## config.mk

```make
export PLATFORM = sky130hd
export DESIGN_NAME = cnn_3d_layer_scheduler
export DESIGN_NICKNAME = d
export VERILOG_FILES = /design/src/rtl/cnn_3d_pkg.sv /design/src/rtl/cnn_3d_watchdog.sv /design/src/rtl/cnn_3d_layer_scheduler.sv
export SDC_FILE = /design/constraint.sdc
export NUM_CORES = 1
export LEC_CHECK = 0
export ABC_AREA = 1
export CAP_MARGIN = 40
export CORE_ASPECT_RATIO = 0.7
export CORE_UTILIZATION = 35
export DETAILED_ROUTE_END_ITERATION = 8
export HOLD_SLACK_MARGIN = 0.05
export PLACE_DENSITY_LB_ADDON = 0.3
export SYNTH_ARGS = -nofsm -noshare
export SYNTH_HDL_FRONTEND = slang
export SYNTH_SLANG_ARGS = --single-unit
```

## constraint.sdc

```tcl
create_clock -name clk -period 2.45 [get_ports clk]
set_clock_uncertainty 0.15 [all_clocks]
set_input_delay 0.49 -clock clk [delete_from_list [all_inputs] [get_ports clk]]
set_output_delay 0.49 -clock clk [all_outputs]
set_load 0.01 [all_outputs]
```

## src/rtl/cnn_3d_pkg.sv

```systemverilog
// cnn_3d_pkg: state encodings and error codes shared by the 3D CNN layer scheduler
package cnn_3d_pkg;
  typedef enum logic [1:0] {IDLE, RUN, DONE, ERR} job_state_e;
  typedef enum logic [1:0] {C_IDLE, C_START, C_WAIT} conv_state_e;
  typedef enum logic {P_HOLD, P_RUN} pool_state_e;
  localparam logic [1:0] ERR_NONE    = 2'b00;
  localparam logic [1:0] ERR_CONV_TO = 2'b01;
  localparam logic [1:0] ERR_POOL_TO = 2'b10;
  localparam logic [1:0] ERR_ABORT   = 2'b11;
endpackage

```

## src/rtl/cnn_3d_watchdog.sv

```systemverilog
// cnn_3d_watchdog: counts enabled cycles since clear; expired on the TIMEOUT_CYCLES-th one (0 disables)
module cnn_3d_watchdog #(
  parameter int TIMEOUT_CYCLES = 4096
) (
  input  logic clk,
  input  logic reset_n,
  input  logic clr,
  input  logic en,
  output logic expired
);
  localparam int CW = (TIMEOUT_CYCLES > 1) ? $clog2(TIMEOUT_CYCLES) : 1;
  localparam logic [CW-1:0] LIM = CW'(TIMEOUT_CYCLES - 1);
  logic [CW-1:0] cnt_q, cnt_d;
  always_comb cnt_d = clr ? '0 : (en && cnt_q != LIM) ? cnt_q + CW'(1) : cnt_q;
  assign expired = (TIMEOUT_CYCLES != 0) && en && (cnt_q == LIM);
  always_ff @(posedge clk or negedge reset_n) begin
    if (!reset_n) cnt_q <= '0;
    else cnt_q <= cnt_d;
  end
endmodule

```

## src/rtl/cnn_3d_layer_scheduler.sv

```systemverilog
// cnn_3d_layer_scheduler: runs conv then pool over N filter groups with ping-pong banks, watchdogs and abort
module cnn_3d_layer_scheduler
  import cnn_3d_pkg::*;
#(
  parameter int MAX_GROUPS     = 16,
  parameter int GRP_W          = $clog2(MAX_GROUPS) + 1,
  parameter int TIMEOUT_CYCLES = 4096
) (
  input  logic             clk,
  input  logic             reset_n,
  input  logic             job_valid,
  output logic             job_ready,
  input  logic [GRP_W-1:0] job_groups,
  input  logic             abort,
  output logic             conv_start,
  input  logic             conv_done,
  output logic             conv_bank,
  output logic             pool_reset,
  input  logic             pool_done,
  output logic             pool_bank,
  output logic [GRP_W-1:0] conv_group,
  output logic [GRP_W-1:0] pool_group,
  output logic             busy,
  output logic             job_done,
  output logic             job_err,
  output logic [1:0]       err_code
);
  localparam logic [GRP_W-1:0] MAXG = GRP_W'(MAX_GROUPS);
  localparam logic [GRP_W-1:0] ONE  = GRP_W'(1);
  job_state_e       job_q, job_d;
  conv_state_e      cs_q, cs_d;
  pool_state_e      ps_q, ps_d;
  logic [GRP_W-1:0] groups_q, groups_d, conv_cnt_q, conv_cnt_d, pool_cnt_q, pool_cnt_d;
  logic             conv_bank_q, conv_bank_d, pool_bank_q, pool_bank_d;
  logic [1:0]       bank_full_q, bank_full_d, err_q, err_d;
  logic             job_ready_q, job_ready_d, busy_q, busy_d;
  logic             conv_start_q, conv_start_d, pool_reset_q, pool_reset_d;
  logic             job_done_q, job_done_d, job_err_q, job_err_d;
  logic             conv_to, pool_to;

  cnn_3d_watchdog #(.TIMEOUT_CYCLES(TIMEOUT_CYCLES)) u_conv_wd (
    .clk(clk), .reset_n(reset_n), .clr(cs_q != C_WAIT), .en(cs_q == C_WAIT), .expired(conv_to)
  );
  cnn_3d_watchdog #(.TIMEOUT_CYCLES(TIMEOUT_CYCLES)) u_pool_wd (
    .clk(clk), .reset_n(reset_n), .clr(ps_q != P_RUN), .en(ps_q == P_RUN), .expired(pool_to)
  );

  // Abort beats timeouts, timeouts beat completion events; bank decisions use registered bank_full.
  always_comb begin
    job_d = job_q;
    cs_d = cs_q;
    ps_d = ps_q;
    groups_d = groups_q;
    conv_cnt_d = conv_cnt_q;
    pool_cnt_d = pool_cnt_q;
    conv_bank_d = conv_bank_q;
    pool_bank_d = pool_bank_q;
    bank_full_d = bank_full_q;
    err_d = err_q;
    case (job_q)
      IDLE: if (job_valid) begin
        groups_d = (job_groups > MAXG) ? MAXG : job_groups;
        conv_cnt_d = '0;
        pool_cnt_d = '0;
        conv_bank_d = 1'b0;
        pool_bank_d = 1'b0;
        bank_full_d = '0;
        err_d = ERR_NONE;
        job_d = (job_groups == '0) ? DONE : RUN;
      end
      RUN: if (abort) begin
        job_d = ERR;
        err_d = ERR_ABORT;
      end else if (conv_to) begin
        job_d = ERR;
        err_d = ERR_CONV_TO;
      end else if (pool_to) begin
        job_d = ERR;
        err_d = ERR_POOL_TO;
      end else if (pool_cnt_q == groups_q) begin
        job_d = DONE;
      end else begin
        if (cs_q == C_IDLE && conv_cnt_q < groups_q && !bank_full_q[conv_bank_q]) cs_d = C_START;
        if (cs_q == C_START) cs_d = C_WAIT;
        if (cs_q == C_WAIT && conv_done) begin
          bank_full_d[conv_bank_q] = 1'b1;
          conv_bank_d = ~conv_bank_q;
          conv_cnt_d = (conv_cnt_q < MAXG) ? conv_cnt_q + ONE : conv_cnt_q;
          cs_d = C_IDLE;
        end
        if (ps_q == P_HOLD && bank_full_q[pool_bank_q]) ps_d = P_RUN;
        if (ps_q == P_RUN && pool_done) begin
          bank_full_d[pool_bank_q] = 1'b0;
          pool_bank_d = ~pool_bank_q;
          pool_cnt_d = (pool_cnt_q < MAXG) ? pool_cnt_q + ONE : pool_cnt_q;
          ps_d = P_HOLD;
        end
      end
      default: job_d = IDLE;
    endcase
    if (job_d != RUN) begin
      cs_d = C_IDLE;
      ps_d = P_HOLD;
    end
    if (job_d == ERR) bank_full_d = '0;
    job_ready_d = job_d == IDLE;
    busy_d = job_d == RUN;
    job_done_d = job_d == DONE;
    job_err_d = job_d == ERR;
    conv_start_d = cs_d == C_START;
    pool_reset_d = ps_d == P_HOLD;
  end

  always_ff @(posedge clk or negedge reset_n) begin
    if (!reset_n) begin
      job_q <= IDLE;
      cs_q <= C_IDLE;
      ps_q <= P_HOLD;
      groups_q <= '0;
      conv_cnt_q <= '0;
      pool_cnt_q <= '0;
      conv_bank_q <= 1'b0;
      pool_bank_q <= 1'b0;
      bank_full_q <= '0;
      err_q <= ERR_NONE;
      job_ready_q <= 1'b1;
      busy_q <= 1'b0;
      job_done_q <= 1'b0;
      job_err_q <= 1'b0;
      conv_start_q <= 1'b0;
      pool_reset_q <= 1'b1;
    end else begin
      job_q <= job_d;
      cs_q <= cs_d;
      ps_q <= ps_d;
      groups_q <= groups_d;
      conv_cnt_q <= conv_cnt_d;
      pool_cnt_q <= pool_cnt_d;
      conv_bank_q <= conv_bank_d;
      pool_bank_q <= pool_bank_d;
      bank_full_q <= bank_full_d;
      err_q <= err_d;
      job_ready_q <= job_ready_d;
      busy_q <= busy_d;
      job_done_q <= job_done_d;
      job_err_q <= job_err_d;
      conv_start_q <= conv_start_d;
      pool_reset_q <= pool_reset_d;
    end
  end

  assign job_ready  = job_ready_q;
  assign busy       = busy_q;
  assign job_done   = job_done_q;
  assign job_err    = job_err_q;
  assign conv_start = conv_start_q;
  assign pool_reset = pool_reset_q;
  assign conv_bank  = conv_bank_q;
  assign pool_bank  = pool_bank_q;
  assign conv_group = conv_cnt_q;
  assign pool_group = pool_cnt_q;
  assign err_code   = err_q;
endmodule

```

==> flow_summary.yaml, run 1 <==
synth:
  yosysTopAreaCell: "dfrtp_1"
  synthCells: 397
  ys_seq_area_frac: 0.434
  yosysTopAreaCellShare: 0.418
  syn-num-nets: 416
  syn_area_um2: 3230
  synth_ff_type: "dfrtp_1"
  synth_cell_type_count: 43
  synth_edf_count: 0
  synth.avg_cell_area_um2: 8.14
  yosysWarnings: 0
  synth_seq_cells: 56
  async_reset_ff_frac: 1.00
  yosys-top-cells-area: "dfrtp_1 (42%), nand2_1 (10%), inv_1 (5.6%)"
pwr:
  power_frac_seq: 0.350
  power.density_nw_per_um2: 973
  p_sw_frac: 0.410
  internal-power_uw: 2200
  vdd.ir_drop.worst_uv: 435
  p_leak_uw: 0.00174
  p_sw_uw: 1530
  finalPower_uw: 3730
  p_comb_frac: 0.428
  clkPwrFrac: 0.221
setup_path:
  crit_arrival_ns: 2.12
  r2r_cells: 10
  worstSetupPathType: "flip-flop to flip-flop"
  cp_max_fo: 14
  rr_startpoint: "u_conv_wd.cnt_q[0]"
  rr_endpoint: "conv_group[3]"
  critPathCaptureType: "flip-flop"
  required_ns: 2.49
  r2r_slack_ns: 0.37
  critPathLaunch: "u_conv_wd.cnt_q[0]"
  critPathLaunchType: "flip-flop"
sta:
  fin_setup_tns_ns: 0
  hold_violations: 0
  fmax_ghz: 0.480
  setup_viol: 0
  relSlewSlack: 0.699
  final.period_utilization: 0.850
  fin_crit_ns: 2.08
  tightest_slew_ns: 0.451
  final.setup.worst_slack_ns: 0.368
  rsz0062_at_grt: "false"
  drv_slew: 0
flow_run:
  cap_viol_max_count: 0
clock_tree:
  clock-root-buffer: "clkbuf_16"
  insertion_delay_ns: 0.30
  clk_pin_slew_ns: 0.07
  clkSinkCount: 56
  htreeDepth: 2
  postCtsSetupRepairBufs: 0
  numCtsBuffers: 5
  clockBufferDepth: 2
  cts_tree: "built"
min_path:
  worst_hold_path.num_cells: 1
  hold_path.class: "flip-flop to flip-flop"
  hold_path_end: "err_code[0]"
  min-delay-start: "err_code[0]"
detailed_routing:
  drt-total-wl_um: 7260
  ant_nets: 0
  num_vias: 2629
  wl_met3_um: 299
  avgRoutedWirePerCell_um: 13.2
  drc_errors: 0
  maxUsedRoutingLayer: "met4"
  first_iter_violations: 138
  wl_met2_um: 2830
  wl_met1_um: 4040
  via_per_inst: 4.76
  drt_pre_antenna_iters: 4
finish:
  layout-drive-gt1-share: 0.125
  syn_to_final_growth_pct: 18.6
  fin_nets: 450
  seqCellArea_um2: 1400
  num-fill-cells: 881
  diodes: 0
  multi_input_comb_area_um2: 1570
placed_design:
  port_buffers: 30
  pre_cts_ws_ns: 0.348
  gp_congestion: 0.896
  hpwl_um: 5400
die:
  ios: 31
  die_height_um: 82.4
  dieArea_um2: 9630
  start_util: 0.372
  core-area_um2: 8690
  die_w_um: 117
  num_rows: 28
global_routing:
  antenna_found_initial: 0
  grt_max_degree: 57
  overflow: 0
  grt_pass1_wl_um: 12200
  track_usage: 0.168
  grt_pass1_vias: 2450
outcome:
  outcome: "finished clean"
per-layer routing:
metal,up-vias,GRT usage
met4,0,0.0494
met2,55,0.221
li1,1359,-
met1,1207,0.264
met3,8,0.0409
met5,-,0
per-stage QoR:
stage / utilization / hold slack (ns) / area (µm²) / std cells
detailed placement: 0.421 / 0.319 / 3650 / 543
floorplan: - / 0.0444 / 3230 / 397
global placement: 0.421 / 0.320 / 3650 / 543
CTS: 0.441 / 0.335 / 3830 / 552
global route: 0.441 / 0.348 / 3830 / 552
finish: 0.441 / 0.336 / 3830 / 552
worst max-delay path: stages (launching register included):
cell     delay [ns]
dfrtp_1        0.38
ha_1           0.20
inv_1          0.06
nor2_2         0.16
nand4_2        0.34
nand3_4        0.20
nand2_4        0.09
nand2_4        0.17
nor2_2         0.09
nand3_1        0.08
nand2_1        0.05
sequential cells by signal, indices dropped and copies added (netlist names):
register,flops
job_done,1
bank_full_q,2
job_ready,1
conv_group,5
cs_q,2
pool_reset,1
job_err,1
conv_start,1
conv_bank,1
u_conv_wd.cnt_q,12
pool_group,5
u_pool_wd.cnt_q,12
ps_q,1
busy,1
job_q,2
pool_bank,1
err_code,2
groups_q,5
placed cells by master, fill, tap and decap left out, types with 2 or more instances in the layout:
cell type,n
nor2_4,3
inv_2,7
nand2_4,4
nand2_2,2
o21ai_0,31
nand4_2,2
inv_1,48
xor2_1,5
o21ai_1,13
nor2_1,31
nor2_2,11
nor3_1,7
a21oi_1,12
nor2_8,2
a21o_1,2
nand2_1,89
nand4_1,2
nand3_2,4
xnor2_1,7
dfstp_2,2
clkbuf_16,5
nor3b_1,2
a211oi_1,5
a31oi_1,2
nand3_1,23
ha_1,8
clkdlybuf4s50_1,29
dfrtp_1,54
what timing repair did:
| item | in CTS | in global routing |
|---|---|---|
| hold endpoints to repair | 29 | 0 |
| hold buffers | 1 | 0 |
| gates resized for setup | 0 | 0 |
power by group through the flow:
stage	combinational (µW)	sequential (µW)	clock [µW]
after floorplan	1080	1320	0
after global placement	1570	1320	0
after detailed placement	1590	1320	0
after CTS	1600	1310	843
after global routing	1780	1340	882
final	1600	1310	824
kinds of logic after synthesis:
kind of cell,synth area share
xor gates and xnor gates,0.0325
muxes,0.00310
and+or+nand+nor,0.302
buffers and inverters,0.0801
DFF,0.434
AOI/OAI and AO/OA,0.117
adders and majority gates,0.0310
worst max-delay path by stage:
| stage | to | cells after the start |
|---|---|---|
| 2_1_floorplan | pool_group[0] | 10 |
| 3_3_place_gp | cs_q[1] | 9 |
| 3_5_place_dp | conv_start | 8 |
| 4_1_cts | conv_group[4] | 10 |
| 5_1_grt | conv_group[3] | 10 |
| 6_report | conv_group[3] | 10 |
final cells by class:
type,instances,share of cell area
Timing Repair Buffer,32,0.0849
Multi-Input combinational cell,279,0.409
Inverter,57,0.0565
Tap cell,120,0.0392
Sequential cell,56,0.366
Clock buffer,5,0.0326
Clock inverter,3,0.0111
Yosys cell counts (all sizes together) (4+ instances only):
master / count
nand2: 95
inv: 56
dfrtp: 54
nor2: 47
o21ai: 44
nand3: 28
a21oi: 12
ha: 8
nor3: 8
xnor2: 7
a211oi: 5
nand4: 5
xor2: 5
buf: 4
No activity file was read; power rests on OpenSTA's default activity.
==> run 2: changes to the inputs <==
==> constraint.sdc (replaced) <==
create_clock -name clk -period 2.2 [get_ports clk]
set_clock_uncertainty 0.15 [all_clocks]
set_input_delay 0.44 -clock clk [delete_from_list [all_inputs] [get_ports clk]]
set_output_delay 0.44 -clock clk [all_outputs]
set_load 0.01 [all_outputs]
==> run 2 against run 1 <==
Against the previous run:
- via count is essentially flat
- register-to-register slack got worse by 0.12 ns
- sequential share of layout area is essentially flat
- critical path type is now flip-flop to primary output
- largest cell class unchanged
- largest power group unchanged
==> flow_summary.yaml, run 2 (synthesized netlist as in run 1, its figures left out) <==
setup_path:
  crit_arrival_ns: 1.39
  r2r_cells: 9
  rr_startpoint: "u_pool_wd.cnt_q[0]"
  r2r_slack_ns: 0.25
  slowest_stage: "clkdlybuf4s50_1"
  required_ns: 1.61
  critPathBufInv: 1
  critPathCaptureType: "primary output"
  cp_slowest_stage_delay_ns: 0.60
  critPathLaunchType: "flip-flop"
  rr_endpoint: "cs_q[1]"
  worstSetupPathType: "flip-flop to primary output"
  path_cells: "clkdlybuf4s50_1"
  path_delay_family: "buffers and inverters"
  cp_max_fo: 7
detailed_routing:
  ant_nets: 0
  avgRoutedWirePerCell_um: 13.2
  drt-total-wl_um: 7320
  drc_errors: 0
  via_per_inst: 4.74
  first_iter_violations: 120
  drt_pre_antenna_iters: 4
  num_vias: 2627
flow_run:
  cap_viol_max_count: 0
sta:
  fmax_ghz: 0.505
  tightest_slew_ns: 0.441
  relSlewSlack: 0.706
  rsz0062_at_grt: "false"
  fin_crit_ns: 1.98
  hold_violations: 0
  drv_slew: 0
  final.period_utilization: 0.901
  setup_viol: 0
  whs_ns: 0.335
  fin_setup_tns_ns: 0
finish:
  fin_nets: 452
  multi_input_comb_area_um2: 1570
  diodes: 0
  final_common_cell: "nand2_1"
  fin_util: 0.441
  final_cell_mix: "nand2_1 (89), dfrtp_1 (54), inv_1 (48), nor2_1 (31), o21ai_0 (31)"
  num-fill-cells: 871
  syn_to_final_growth_pct: 18.5
  seqCellArea_um2: 1400
  top_regs: "u_conv_wd.cnt_q x12, u_pool_wd.cnt_q x12"
  layout-drive-gt1-share: 0.127
die:
  core-area_um2: 8690
  num_rows: 28
  ios: 31
  start_util: 0.372
  die_w_um: 117
  die_height_um: 82.4
  dieArea_um2: 9630
clock_tree:
  insertion_delay_ns: 0.30
  htreeDepth: 2
  clock-root-buffer: "clkbuf_16"
  clkSinkCount: 56
  cts_resized: 0
  clockBufferDepth: 2
  numCtsBuffers: 5
  cts_tree: "built"
  postCtsSetupRepairBufs: 0
  clk_pin_slew_ns: 0.07
min_path:
  hold_path_end: "err_code[0]"
  hold_path.class: "flip-flop to flip-flop"
  min-delay-start: "err_code[0]"
  worst_hold_path.num_cells: 1
global_routing:
  antenna_found_initial: 0
  track_usage: 0.164
  grt_pass1_wl_um: 11800
  grt_pass1_vias: 2365
  grt_max_degree: 57
  overflow: 0
placed_design:
  hpwl_um: 5400
  port_buffers: 30
  gp_congestion: 0.893
pwr:
  vdd.ir_drop.worst_uv: 445
  power.density_nw_per_um2: 1060
  p_leak_uw: 0.00174
outcome:
  outcome: "finished clean"
[run 2: changes by cell type in the layout (fill, tap and decap cells not counted), sizes merged]
cell	previous run	this run
bufinv	1	0
clkbuf	5	7
clkinv	2	1
buf	2	4
[run 2: timing repair]
action                     in CTS  in global routing
hold buffers                    1                  0
setup endpoints to repair       0                  0
hold endpoints to repair       54                  0
[run 2: worst max path at each step]
stage / to / slack (ns) / from / cells past startpoint
2_1_floorplan: pool_group[0] / 0.45 / u_pool_wd.cnt_q[0] / 10
3_3_place_gp: cs_q[1] / 0.17 / job_groups[3] / 9
5_1_grt: conv_group[2] / 0.05 / u_conv_wd.cnt_q[0] / 10
6_report: pool_group[2] / 0.22 / pool_group[2] / 1
4_1_cts: pool_group[2] / 0.21 / pool_group[2] / 1
3_5_place_dp: conv_group[1] / 0.15 / abort / 8
[run 2: metal layers]
metal / GRT usage / share of wire / up-vias
met3: 0.0380 / 0.041 / 6
met5: 0 / 0 / -
met1: 0.253 / 0.54 / 1218
met2: 0.227 / 0.40 / 43
li1: - / - / 1360
met4: 0.0443 / 0.0094 / 0
[run 2: per-stage QoR]
step	instances	power [µW]	area (µm²)	setup WS, ns
final	554	4080	3830	0.218
after global routing	554	4400	3830	0.0493
after CTS	554	4120	3830	0.208
after detailed placement	545	3270	3670	0.148
after global placement	545	3240	3670	0.170
after floorplan	397	2680	3230	0.452
[run 2: layout make-up]
class                   count  share of cell area
well taps                 120              0.0392
inverters                  57              0.0565
clock buffers               7              0.0372
flip-flops and latches     56               0.367
clock inverters             1             0.00196
repair buffers             34              0.0889
multi-input cells         279               0.410
[run 2: power by group]
part | leakage, µW | switching [µW] | internal, µW
Combinational | 0.000920 | 1110 | 683
Clock | 0.0000701 | 375 | 455
Sequential | 0.000750 | 213 | 1250
==> run 3: changes to the inputs <==
--- a/config.mk
+++ b/config.mk
@@ -10,8 +10,10 @@
 export CORE_ASPECT_RATIO = 0.7
 export CORE_UTILIZATION = 35
 export DETAILED_ROUTE_END_ITERATION = 8
+export DONT_BUFFER_PORTS = 1
 export HOLD_SLACK_MARGIN = 0.05
 export PLACE_DENSITY_LB_ADDON = 0.3
 export SYNTH_ARGS = -nofsm -noshare
 export SYNTH_HDL_FRONTEND = slang
+export SYNTH_HIERARCHICAL = 1
 export SYNTH_SLANG_ARGS = --single-unit
==> run 3 against run 2 <==
Against the previous run:
- power is 3.9% lower
- cell count up 13%
- fmax down 8.8%
- count of clock-buffer cells in the layout fell by 1
- worst hold slack lost 0.22 ns
- register-to-register slack got worse by 0.22 ns
- clock power shrank 1%
- sequential cell count unchanged
- critical path depth is 12 higher
- largest cell class unchanged
- highest routed layer unchanged
==> flow_summary.yaml, run 3 <==
outcome:
  outcome: "finished clean"
detailed_routing:
  via_per_inst: 4.91
  drt_pre_antenna_iters: 5
  ant_nets: 0
  drc_errors: 0
  drt-total-wl_um: 8350
  avgRoutedWirePerCell_um: 13.3
  num_vias: 3086
  first_iter_violations: 241
synth:
  ys_top_cells_by_count: "nand2_1 (156), dfrtp_1 (54), nand3_1 (49)"
  synth_seq_cells: 56
  yosysWarnings: 6
  async_reset_ff_frac: 1.00
  synth_edf_count: 0
  syn-num-nets: 493
  yosysTopAreaCell: "dfrtp_1"
  synthCells: 474
  synth.avg_cell_area_um2: 7.22
  ys_seq_area_frac: 0.410
  yosysMostFrequentCell: "nand2_1"
  yosys-top-cells-area: "dfrtp_1 (39%), nand2_1 (17%), nand3_1 (7.2%)"
  yosysTopAreaCellShare: 0.395
  synth_ff_type: "dfrtp_1"
  syn_area_um2: 3420
  synth_cell_type_count: 33
die:
  core-area_um2: 9290
  die_height_um: 84.8
  ios: 31
  num_rows: 29
  start_util: 0.369
  dieArea_um2: 10200
  die_w_um: 120
pwr:
  power.density_nw_per_um2: 987
  vdd.ir_drop.worst_uv: 426
  p_leak_uw: 0.00191
setup_path:
  critPathCaptureType: "flip-flop"
  slowest_stage: "dfrtp_1"
  rr_startpoint: "u_conv_wd/cnt_q[1]"
  cp_slowest_stage_delay_ns: 0.40
  critPathLaunchType: "flip-flop"
  crit_arrival_ns: 2.21
  cp_max_fo: 5
  worstSetupPathType: "flip-flop to flip-flop"
  critPathLaunch: "u_conv_wd/cnt_q[1]"
  crit_top_cell: "nor2_4"
  path_cells: "ha_2 > nand2_2 > nor2_4 > nand3_4 > nor2_4 > or2_4 > nor2_4 > nor2_4 > nor2_4 > buf_4 > nand3_1 > nand2_1 > o21ai_0"
  required_ns: 2.24
placed_design:
  hpwl_um: 6130
  gp_congestion: 0.868
  port_buffers: 0
  pre_cts_ws_ns: -0.0201
finish:
  top_regs: "u_conv_wd/cnt_q x12, u_pool_wd/cnt_q x12"
  diodes: 0
  syn_to_final_growth_pct: 16.0
  fin_nets: 522
  layout-drive-gt1-share: 0.171
  final_common_cell: "nand2_1"
  final_cell_mix: "nand2_1 (150), dfrtp_1 (54), nand3_1 (49), inv_1 (48), nor2_1 (43)"
global_routing:
  antenna_found_initial: 0
  grt_pass1_vias: 2813
  overflow: 0
  track_usage: 0.176
  grt_max_degree: 57
  grt_pass1_wl_um: 13900
sta:
  final.period_utilization: 0.988
  drv_slew: 0
  relSlewSlack: 0.708
  rsz0062_at_grt: "true"
  tightest_slew_ns: 0.437
  fin_crit_ns: 2.17
  final.setup.worst_slack_ns: 0.0257
  whs_ns: 0.120
  fin_setup_tns_ns: 0
  hold_violations: 0
  setup_viol: 0
  fmax_ghz: 0.460
min_path:
  min-delay-start: "job_groups[0]"
  hold_path.class: "input pin to flip-flop"
flow_run:
  cap_viol_max_count: 0
clock_tree:
  cts_tree: "built"
  numCtsBuffers: 5
  htreeDepth: 2
  insertion_delay_ns: 0.30
  clkSinkCount: 56
  clock-root-buffer: "clkbuf_16"
  clockBufferDepth: 2
  clk_pin_slew_ns: 0.07
## run 3: cell count changes in the layout (fill, tap and decap cells not counted), moves of 8 or more
cell,before,now
buf_4,2,21
clkdlybuf4s50_1,29,0
nand2_1,89,150
nand2_2,2,11
nand3_1,23,49
nand4_1,2,10
nor2_1,31,43
o21ai_0,31,18
## run 3: path summary, 6_finish.rpt
check,to,slack (ns),cells past startpoint
worst min register to register,u_conv_wd/cnt_q[9],0.37,2
worst min-delay path,groups_q[0],0.12,2
worst max-delay path,pool_bank,0.03,13
min in group asynchronous,conv_group[0],0.51,2
max in group asynchronous,pool_reset,1.06,2
worst max register to register,pool_bank,0.03,13
## run 3: cell type report
type                            instances  area, µm²
Tap cell                              124        155
Sequential cell                        56       1400
Clock inverter                          2       10.0
Timing Repair Buffer                   23        195
Fill cell                             982       5320
Inverter                               60        238
Multi-Input combinational cell        357       1830
Clock buffer                            6        139
## run 3: worst max-delay path, delay by kind of cell (launching register included)
kind / cells / cell delay [ns]
AOI/OAI and AO/OA: 1 / 0.07
DFF: 1 / 0.40
buffers and inverters: 1 / 0.14
adders and majority gates: 1 / 0.20
and+or+nand+nor: 10 / 1.10
## run 3: kinds of logic (layout without fill, tap and decap cells)
| kind of cell | count (synthesis) | count (layout) | synth area share |
|---|---|---|---|
| buffers and inverters | 61 | 91 | 0.0701 |
| adders and majority gates | 8 | 8 | 0.0292 |
| DFF | 56 | 56 | 0.410 |
| xor gates and xnor gates | 8 | 8 | 0.0205 |
| AOI/OAI and AO/OA | 44 | 44 | 0.0694 |
| and+or+nand+nor | 297 | 297 | 0.401 |
## run 3: through the flow
| step | instances | cell area [µm²] | util | total power (µW) |
|---|---|---|---|---|
| 2_1_floorplan | 474 | 3420 | - | 2620 |
| 3_3_place_gp | 610 | 3670 | 0.395 | 2980 |
| 3_5_place_dp | 610 | 3670 | 0.395 | 3000 |
| 4_1_cts | 620 | 3860 | 0.416 | 3880 |
| 5_1_grt | 628 | 3970 | 0.428 | 4220 |
| 6_report | 628 | 3970 | 0.428 | 3920 |
## run 3: metal layers
| metal | vias up | routed length [µm] | track usage |
|---|---|---|---|
| met1 | 1429 | 4240 | 0.257 |
| li1 | 1572 | - | - |
| met2 | 75 | 3500 | 0.250 |
| met4 | 0 | 119 | 0.0606 |
| met3 | 10 | 484 | 0.0448 |
| met5 | - | 0 | 0 |
## run 3: repair_timing
action                                  CTS  global route
pin swaps                                 0            11
hold endpoints to repair                 56             0
setup buffers                             0             8
endpoints found under the setup margin    3            18
hold buffers                              2             0
gates resized for setup                   1            15
## run 3: power by group
group | leakage, µW | internal, µW | switching (µW)
Sequential | 0.000752 | 1230 | 276
Clock | 0.0000766 | 450 | 370
Combinational | 0.00108 | 540 | 1050
